File: src/rtl/obstacle_spawner.sv
`default_nettype none
// ============================================================================
// obstacle_spawner: paces small/big cactus launches with an LFSR-randomised gap
// Revision: 1.0
// ============================================================================
module obstacle_spawner #(
  parameter int          MIN_GAP   = 120,
  parameter logic [7:0]  GAP_MASK  = 8'hFF,
  parameter logic [15:0] LFSR_SEED = 16'hACE1
) (
  input  logic       clk,
  input  logic       rst,
  input  logic       run,
  input  logic       tick,
  input  logic       finish_s,
  input  logic       finish_b,
  output logic       start_s,
  output logic       start_b,
  output logic       busy,
  output logic [7:0] spawn_count
);

  typedef enum logic [1:0] {
    S_IDLE   = 2'd0,
    S_GAP    = 2'd1,
    S_LAUNCH = 2'd2,
    S_HOLD   = 2'd3
  } state_t;

  localparam logic [8:0] C_MIN_GAP = 9'(MIN_GAP);

  state_t      r_state;
  state_t      w_state_nxt;
  logic [15:0] r_lfsr;
  logic        w_lfsr_fb;
  logic [8:0]  r_gap;
  logic [8:0]  w_gap_nxt;
  logic [8:0]  w_reload;
  logic        w_pick_s;
  logic        w_pick_b;
  logic        w_start_s_nxt;
  logic        w_start_b_nxt;

  assign w_lfsr_fb = r_lfsr[15] ^ r_lfsr[13] ^ r_lfsr[12] ^ r_lfsr[10];
  assign w_reload  = C_MIN_GAP + {1'b0, r_lfsr[7:0] & GAP_MASK};

  // Preferred kind from lfsr[8]; fall back to the other renderer when it is free.
  assign w_pick_b = r_lfsr[8] ? finish_b : (!finish_s && finish_b);
  assign w_pick_s = r_lfsr[8] ? (!finish_b && finish_s) : finish_s;

  always_comb begin
    w_state_nxt   = r_state;
    w_gap_nxt     = r_gap;
    w_start_s_nxt = 1'b0;
    w_start_b_nxt = 1'b0;
    case (r_state)
      S_IDLE: begin
        if (run) begin
          w_gap_nxt   = w_reload;
          w_state_nxt = S_GAP;
        end
      end
      S_GAP: begin
        if (tick) begin
          if (r_gap <= 9'd1) begin
            w_gap_nxt   = 9'd0;
            w_state_nxt = S_LAUNCH;
          end else begin
            w_gap_nxt = r_gap - 9'd1;
          end
        end
      end
      S_LAUNCH, S_HOLD: begin
        if (w_pick_s || w_pick_b) begin
          w_start_s_nxt = w_pick_s;
          w_start_b_nxt = w_pick_b;
          w_gap_nxt     = w_reload;
          w_state_nxt   = S_GAP;
        end else begin
          w_state_nxt = S_HOLD;
        end
      end
      default: w_state_nxt = S_IDLE;
    endcase
    // Pause overrides everything, including a pending launch.
    if (!run) begin
      w_state_nxt   = S_IDLE;
      w_gap_nxt     = 9'd0;
      w_start_s_nxt = 1'b0;
      w_start_b_nxt = 1'b0;
    end
  end

  always_ff @(posedge clk) begin
    if (rst) begin
      r_state     <= S_IDLE;
      r_lfsr      <= LFSR_SEED;
      r_gap       <= 9'd0;
      start_s     <= 1'b0;
      start_b     <= 1'b0;
      busy        <= 1'b0;
      spawn_count <= 8'd0;
    end else begin
      r_state <= w_state_nxt;
      r_lfsr  <= {r_lfsr[14:0], w_lfsr_fb};
      r_gap   <= w_gap_nxt;
      start_s <= w_start_s_nxt;
      start_b <= w_start_b_nxt;
      busy    <= (w_state_nxt != S_IDLE);
      if (w_start_s_nxt || w_start_b_nxt) begin
        spawn_count <= spawn_count + 8'd1;
      end
    end
  end

endmodule
`default_nettype wire

File: config.mk
export PLATFORM = sky130hd
export DESIGN_NAME = obstacle_spawner
export DESIGN_NICKNAME = d
export VERILOG_FILES = /design/src/rtl/obstacle_spawner.sv
export SDC_FILE = /design/constraint.sdc
export NUM_CORES = 1
export LEC_CHECK = 0
export ABC_CLOCK_PERIOD_IN_PS = 3050
export BUFFER_PORTS_ARGS = -buffer_cell sky130_fd_sc_hd__buf_4
export CORE_MARGIN = 3
export CORE_UTILIZATION = 55
export CTS_CLUSTER_DIAMETER = 80
export DETAILED_ROUTE_END_ITERATION = 16
export GPL_ROUTABILITY_DRIVEN = 0
export PLACE_DENSITY_LB_ADDON = 0.08
export SYNTH_ARGS = -nofsm -noshare
export SYNTH_HDL_FRONTEND = slang
export SYNTH_SLANG_ARGS = --single-unit
File: constraint.sdc
create_clock -name clk -period 3.05 [get_ports clk]
set_input_delay 0.305 -clock clk [delete_from_list [all_inputs] [get_ports clk]]
set_output_delay 0.305 -clock clk [all_outputs]
set_load 0.02 [all_outputs]
# Word-level counts from Yosys, hierarchy flattened

Cells that the tools add are included.

Multiplexer cells: 17
Add/subtract/negate cells: 3
$lt $le $gt $ge: 1
Bitwise logic cells: 4
Equality and inequality tests: 5
Reduce and logical (&&, ||, !) cells: 11

Operator list:

| kind                                                                  | number |
|---|---|
| 9-bit 2-to-1 mux                                                      | 3 |
| 9-bit case mux with 3 select lines                                    | 1 |
| 7-bit by 8-bit adder with 9-bit output, first input constant          | 1 |
| 9-bit by 1-bit <= comparator with 1-bit output, second input constant | 1 |
| 9-bit by 1-bit subtractor with 9-bit output, second input constant    | 1 |
| 8-bit by 1-bit adder with 8-bit output, second input constant         | 1 |
| 1-bit 2-to-1 mux                                                      | 8 |
| 2-bit 2-to-1 mux                                                      | 4 |
| 2-bit case mux with 3 select lines                                    | 1 |
| 2-bit == test, second input constant                                  | 2 |
| 2-bit inequality test, second input constant                          | 2 |
| 2-bit OR reduction                                                    | 2 |
| 1-bit bitwise XOR                                                     | 3 |
| 2-bit by 1-bit == test with 1-bit output, second input constant       | 1 |
| 1-bit logical AND                                                     | 2 |
| 1-bit zero test                                                       | 2 |
| 2-bit zero test                                                       | 1 |
| 1-bit logical OR                                                      | 2 |
| 2-bit AND reduction                                                   | 1 |
| 2-bit nonzero test                                                    | 1 |
| 1-bit NOT                                                             | 1 |

Flip-flop bits (word level): 38
Output and inout port bits: 11
Input port bits: 6
Logic and storage cells: 48

# Logic depth before layout (Yosys ltp)

Gate-level depths: netlist of the first run.

Depth after elaboration: 8
Mapped depth: 6
Mapped depth without buffers: 6

# Worst setup path after synthesis of the first run

Ideal clock, no wire load.

Path type: register to register
Start point: register r_gap[1]
End point: register r_gap[4]
Period minus slack after synthesis: 1.711 ns
Slack: 1.339 ns
Data required time: 2.975 ns
Buffers on the path: 0
Arrival: 1.637 ns
Setup time: 0.075 ns
Stages on the path, launching flop included: 7
Path through: dfxtp_1 > inv_1 > ha_1 > o21bai_1 > a41oi_4 > or4b_1 > a31oi_1

Cells in the longest elaborated chain, start to end: 4
Elaborated cells on any way between the ends: 5
Those cells by class: 1 x add/sub; 1 x order compare; 3 x mux

RTL lines:

| item                                                                                                                 | RTL line | RTL |
|---|---|---|
| start, declared                                                                                                      | 36       | `logic [8:0] r_gap;` |
| start signal, assigned                                                                                               | 106      | `r_gap <= w_gap_nxt;` |
| 9-bit by 1-bit subtractor with 9-bit output / 9-bit by 1-bit <= comparator with 1-bit output (equally long branches) | 69, 65   |  |
| 9-bit 2-to-1 mux *                                                                                                   | 65       | `if (r_gap <= 9'd1) begin` |
| 9-bit 2-to-1 mux *                                                                                                   | 64       | `if (tick) begin` |
| 9-bit case mux with 3 select lines *                                                                                 | 56       | `case (r_state)` |

Mark *: on every way between the ends. The rest lies on a longest branch, timed or not. The select of a mux whose other input is x is not followed.
A chain may end at the register's enable or synchronous reset.

# Worst setup path after layout of the first run

Same ends and word-level chain as after synthesis.

==> results of run 1 <==
-- state kept, by name (all words and copies together), names as in the netlist --
register	cells
r_lfsr	16
r_gap	9
spawn_count	8
start_s	1
r_state	2
busy	1
start_b	1
-- report_power, final --
group | leakage [µW] | switching (µW) | internal (µW)
Combinational | 0.000353 | 74.9 | 58.5
Clock | 0.0000312 | 173 | 89.5
Sequential | 0.000313 | 19.7 | 521
-- logic make-up (layout without fill, tap and decap cells) --
family	after synthesis	in the layout	synth area share (%)
adder cells (fa/ha/maj)	4	4	3.00
XOR/XNOR	10	10	5.25
AND/OR/NAND/NOR	68	68	24.3
AO/OA/AOI/OAI	40	40	17.6
buffers and inverters	16	34	3.67
multiplexers	1	1	0.600
flip-flops	38	38	45.6
-- through the flow --
step,util (%),hold WS [ns],instance area (µm²)
2_1_floorplan,-,0.377,1670
3_3_place_gp,63.8,0.394,1800
3_5_place_dp,63.8,0.394,1800
4_1_cts,65.9,0.148,1860
5_1_grt,65.9,0.154,1860
6_report,65.9,0.159,1860
-- metal layers --
metal | vias to the layer above | GRT usage (%) | part of all wire (%)
met3 | 7 | 7.13 | 3.8
met4 | 0 | 8.36 | 1.9
met1 | 620 | 24.2 | 45
met5 | - | 0 | 0
li1 | 671 | - | -
met2 | 26 | 34.7 | 49
-- worst paths after layout --
| kind | from | end | depth (start not counted) |
|---|---|---|---|
| max | r_gap[1] | r_gap[4] | 6 |
| max reg2reg | r_gap[1] | r_gap[4] | 6 |
| min reg2reg | r_lfsr[9] | r_lfsr[10] | 1 |
| min | tick | r_state[0] | 2 |
-- critical path, cell delays in order, from the launching register on --
cell      delay (ns)
dfxtp_1         0.40
inv_1           0.10
ha_1            0.18
o21bai_1        0.20
a41oi_4         0.32
or4b_1          0.48
a31oi_1         0.13
-- layout make-up --
type,count,area (µm²)
well taps,31,38.8
fillers,241,966
repair buffers,16,120
inverters,10,37.5
clock inverters,3,21.3
multi-input cells,123,847
flip-flops and latches,38,761
clock buffers,5,37.5
-- layout by cell type, fill, tap and decap left out, types with 2 or more instances in the layout --
cell,synthesis,layout
nand4_1,3,3
and4_1,2,2
nor2_1,9,9
nand3_1,8,8
nand2_1,6,6
nand2b_1,3,3
a211oi_1,3,3
o21ai_1,3,3
o21ai_0,2,2
buf_4,0,16
a31oi_1,6,6
a21oi_1,10,10
or2_2,7,7
xor2_1,3,3
nor4_1,2,2
clkbuf_4,0,5
or3_1,2,2
and3_1,2,2
o22ai_1,3,3
ha_1,4,4
dfxtp_1,38,38
nor3_1,6,6
inv_1,10,10
nor2b_1,8,8
xnor2_1,7,7
nor3b_1,2,2
==> out/metrics.cfg, run 1 <==
[worst_setup_path]
cp.arrival_ns=2.17
startpoint_type=flop
reg2reg_slack_ns=1.17
crit_fanout=7
cp-end-kind=flop
crit_type=flop to flop
worst_ep_required_time_ns=3.34

[place]
dp.cells=218
post-place-ws_ns=1.22
numPortBuffers=16
dp_hpwl_um=2310

[timing]
hold_viol=0
fmax_mhz=533
fin_crit_sh_pct=61.5
worstMarginPinSlew_ns=0.872
setup_ws_ns=1.17
finalClockSkew_ns=0.0127
post-route-min-period_ns=1.88
rsz0062_at_grt=false
slew_headroom_pct=41.3
final-setup-viol-count=0
fin_setup_tns_ns=0
slew_violations=0

[global_routing]
antenna_found_initial=0
grt_max_degree=26
first_global_vias=1314
track_usage_pct=20.7
grt_overflow=0
grt_pass1_wl_um=5660

[synthesis]
synth_area_um2=1670
synth.largest_area_cell=dfxtp_1
seq_area_frac_synth_pct=45.6
synthCells=177
synth_edf_count=0
syn_area_per_cell_um2=9.43
async_flop_share_pct=0
ys.flop_type=dfxtp_1
yosysUniqueCellTypes=48
synth_most_common_cell=dfxtp_1
ys_seq_elements=38
synth.area.top_cells=dfxtp_1 46%, xnor2_1 3.7%, a21oi_1 3.0%
synth_top_area_share_pct=45.6
synth_common_cells=38 x dfxtp_1, 10 x a21oi_1, 10 x inv_1, 9 x nor2_1
syn_nets=187
yosys_warnings=0

[run]
maxCapViolCount=0

[cts]
cts_buffer_depth=2
cts_sinks=38
cts_resized=0
root_buffer=clkbuf_4
path_clk_slew_ns=0.12
htree_levels=2
cts-buffers-inserted=5
cts_tree=built
cts_hold_buffers=0
postCtsSetupBuffers=0
clock_latency_ns=0.36

[floorplanning]
core_um2=2830
rows=19
die_y_um=61.1
ios=17
dieArea_um2=3730
die_x_um=61.1
initial_utilization_pct=59.0

[final_layout]
instances_no_fill=226
area_growth_syn_to_layout_pct=11.6
final_layout_size_suffix_gt1_share_pct=20.5
antenna_cells=0
final_nets=204

[route]
drcViolationCount=0
drtAntennaViolNets=0
num_vias=1324
initialDrtViolationCount=116
via_per_inst=5.86
first_pass_iters=4
wl_per_cell_um=14.6
drt_wl_total_um=3300

[power]
powerDensity_nw_per_um2=503
power.total_uw=937
power_leakage_uw=0.000697
ir_drop_mv=0.316

[status]
status=finished clean

[worst_hold_path]
hp-class=input pin to flop

(Power assumes the default switching activity.)
==> inputs of run 2 (changes only) <==
--- a/config.mk
+++ b/config.mk
@@ -5,10 +5,11 @@
 export SDC_FILE = /design/constraint.sdc
 export NUM_CORES = 1
 export LEC_CHECK = 0
-export ABC_CLOCK_PERIOD_IN_PS = 3050
+export ABC_AREA = 1
+export ABC_CLOCK_PERIOD_IN_PS = 1700
 export BUFFER_PORTS_ARGS = -buffer_cell sky130_fd_sc_hd__buf_4
 export CORE_MARGIN = 3
-export CORE_UTILIZATION = 55
+export CORE_UTILIZATION = 52
 export CTS_CLUSTER_DIAMETER = 80
 export DETAILED_ROUTE_END_ITERATION = 16
 export GPL_ROUTABILITY_DRIVEN = 0
==> constraint.sdc (replaced) <==
create_clock -name clk -period 1.7 [get_ports clk]
set_input_delay 0.17 -clock clk [delete_from_list [all_inputs] [get_ports clk]]
set_output_delay 0.17 -clock clk [all_outputs]
set_load 0.02 [all_outputs]
==> run 2 against run 1 <==
Total power is 95% higher. Largest cell class unchanged. Critical path depth increased by 2. First-iteration DRC count fell by 31%. Highest routed layer unchanged. Combinational power increased by 89%. Worst hold slack worse by 0.12 ns.
==> out/metrics.cfg, run 2 <==
[status]
status=finished clean

[global_routing]
grt_overflow=0  ; unchanged
antenna_found_initial=0  ; unchanged
track_usage_pct=17.8  ; -3.0 points
first_global_vias=1336  ; +1.7%
grt_max_degree=24  ; -7.7%
grt_pass1_wl_um=5770  ; +1.8%

[worst_setup_path]
worst_ep_required_time_ns=1.98  ; -1.36 ns
cp-startpoint=r_gap[0]
cp_slowest_stage_delay_ns=0.34  ; -0.14 ns
crit_fanout=5  ; -2
r2r_start=r_gap[0]
crit_type=flop to flop
cp_common_cell=nor2_1
cp.arrival_ns=1.60  ; -0.57 ns
cp_cell_sequence=inv_1, ha_1, nand2_1, nor2_1, nor2_1, nor2_1, nand2_1, a21oi_1
startpoint_type=flop
cp-end-kind=flop
critPathSlowestCell=dfxtp_1

[timing]
slew_headroom_pct=73.9  ; +33 points
fin_setup_tns_ns=0  ; unchanged
hold_viol=0  ; unchanged
finalClockSkew_ns=0.00820  ; -0.00446 ns
slew_violations=0  ; unchanged
fin_crit_sh_pct=78.0  ; +16 points
post-route-min-period_ns=1.33  ; -0.551 ns
final-setup-viol-count=0  ; unchanged
rsz0062_at_grt=false
fmax_mhz=754  ; +42%
setup_ws_ns=0.374  ; -0.799 ns
worstMarginPinSlew_ns=0.391  ; -0.481 ns

[cts]
cts_tree=built
cts_buffer_depth=2  ; unchanged
cts_sinks=38  ; unchanged
htree_levels=2  ; unchanged
cts_resized=0  ; unchanged
path_clk_slew_ns=0.12  ; about the same
postCtsSetupBuffers=0  ; unchanged
cts_hold_buffers=0  ; unchanged
cts-buffers-inserted=5  ; unchanged
root_buffer=clkbuf_4
clock_latency_ns=0.33  ; -0.03 ns

[power]
p_sw_uw=485  ; +81%
p_seq_share_pct=52.8  ; -4.9 points
powerDensity_nw_per_um2=928  ; +85%
clkPwrFrac_pct=33.4  ; +5.4 points
comb_power_share_pct=13.8  ; -0.4 points
ir_drop_mv=0.953  ; +200%
power_leakage_uw=0.000901  ; +29%
power.total_uw=1820  ; +95%
switching_share_pct=26.6  ; -2.0 points
p_int_uw=1340  ; +100%

[route]
drt_wl_total_um=3140  ; -4.9%
wl_met1_um=1580  ; +5.9%
initialDrtViolationCount=80  ; -31%
wl_per_cell_um=10.6  ; -27%
wl_met3_um=133  ; +4.7%
num_vias=1417  ; +7.0%
wl_met2_um=1400  ; -13%
drtAntennaViolNets=0  ; unchanged
highest_layer=met4
first_pass_iters=4  ; unchanged
drcViolationCount=0  ; unchanged
via_per_inst=4.79  ; -18%

[final_layout]
reg_top3=r_lfsr x16, r_gap x9, spawn_count x8
final_nets=261  ; +28%
area_growth_syn_to_layout_pct=13.9
postLayoutCellArea_um2=1970  ; +5.5%
most-common-layout-cells=44 x nand2_1, 38 x dfxtp_1, 32 x inv_1, 30 x nor2_1, 20 x a21oi_1
utilization_pct=63.3  ; -2.5 points
nFillCells=292  ; +21%
antenna_cells=0  ; unchanged
largest_register_ffs=16  ; unchanged
final_common_cell=nand2_1
regMostFlops=r_lfsr
final_layout_size_suffix_gt1_share_pct=16.3  ; -4.2 points

[place]
dp_hpwl_um=2290  ; -1.1%
postPlaceCellArea_um2=1880  ; +4.4%
post-place-ws_ns=0.398  ; -0.822 ns
numPortBuffers=16  ; unchanged

[synthesis]
synth.area.top_cells=dfxtp_1 44%, nand2_1 9.6%, inv_1 7.0%
synth_common_cells=44 x nand2_1, 38 x dfxtp_1, 32 x inv_1, 30 x nor2_1, 20 x a21oi_1
ys_seq_elements=38  ; unchanged
synth.largest_area_cell=dfxtp_1
ys.flop_type=dfxtp_1
yosys_warnings=0  ; unchanged
yosysUniqueCellTypes=28  ; -42%
syn_area_per_cell_um2=7.47  ; -21%
synthCells=231  ; +31%
seq_area_frac_synth_pct=44.1  ; -1.5 points
synth_most_common_cell=nand2_1
syn_nets=241  ; +29%
synth_edf_count=0  ; unchanged
synth_area_um2=1730  ; +3.4%
synth_top_area_share_pct=44.1  ; -1.5 points
async_flop_share_pct=0  ; unchanged

[floorplanning]
ios=17  ; unchanged
core_um2=3100  ; +9.7%
rows=20  ; +1
die_y_um=63.6  ; +4.1%
dieArea_um2=4040  ; +8.4%
initial_utilization_pct=55.6  ; -3.4 points
die_x_um=63.6  ; +4.1%

[worst_hold_path]
worstHoldStart=finish_b
hp-class=input pin to flop

[run]
maxCapViolCount=0  ; unchanged

-- run 2: cell count changes after synthesis, sizes merged, moves of 4 or more --
cell    delta
a21oi     +11
clkbuf     -4
nand2b     -4
nand2     +40
a31oi      -5
inv       +25
o21ai      +7
xnor2      -4
nor2b      -8
a211oi     -4
nor2      +23
-- run 2: power by group through the flow --
stage	Sequential, µW	Clock (µW)	Combinational (µW)
after global placement	983	0	248
final	963	609	251
after floorplan	978	0	198
after global routing	970	670	294
after detailed placement	983	0	250
after CTS	963	626	252
-- run 2: cell families after synthesis --
group,count (synthesis),share of synthesized area [%]
buffers and inverters,39,9.06
AOI/OAI and AO/OA,39,13.7
xor gates and xnor gates,9,4.57
adders and majority gates,4,2.90
and+or+nand+nor,102,25.7
DFF,38,44.1
-- run 2: through the flow --
| step | instances | hold slack, ns |
|---|---|---|
| 2_1_floorplan | 231 | 0.259 |
| 3_5_place_dp | 288 | 0.398 |
| 6_report | 296 | 0.0357 |
| 5_1_grt | 296 | 0.0293 |
| 4_1_cts | 296 | 0.0230 |
| 3_3_place_gp | 288 | 0.391 |
-- run 2: critical path: cells and delay by family, from the launching register on --
kind	cells	cell delay [ns]
AOI/OAI and AO/OA	1	0.12
and+or+nand+nor	5	0.46
adders and majority gates	1	0.21
DFF	1	0.34
buffers and inverters	1	0.13
-- run 2: final cells by class --
cell class	instances	area [µm²]	area share, %
Clock buffer	5	37.5	1.91
Clock inverter	3	45.0	2.29
Inverter	35	131	6.68
Timing Repair Buffer	17	128	6.49
Tap cell	44	55.1	2.80
Sequential cell	38	761	38.7
Multi-Input combinational cell	154	808	41.1
-- run 2: final timing paths --
| check | endpoint | slack [ns] | depth (start not counted) |
|---|---|---|---|
| max | r_gap[8] | 0.37 | 8 |
| min | start_s | 0.04 | 2 |
| max reg2reg | r_gap[8] | 0.37 | 8 |
| min reg2reg | r_lfsr[12] | 0.42 | 2 |
-- run 2: routing by layer --
| layer | global-route usage, % | vias up |
|---|---|---|
| met5 | 0 | - |
| met4 | 4.85 | 0 |
| met3 | 4.28 | 2 |
| met2 | 28.2 | 24 |
| met1 | 24.0 | 627 |
| li1 | - | 764 |
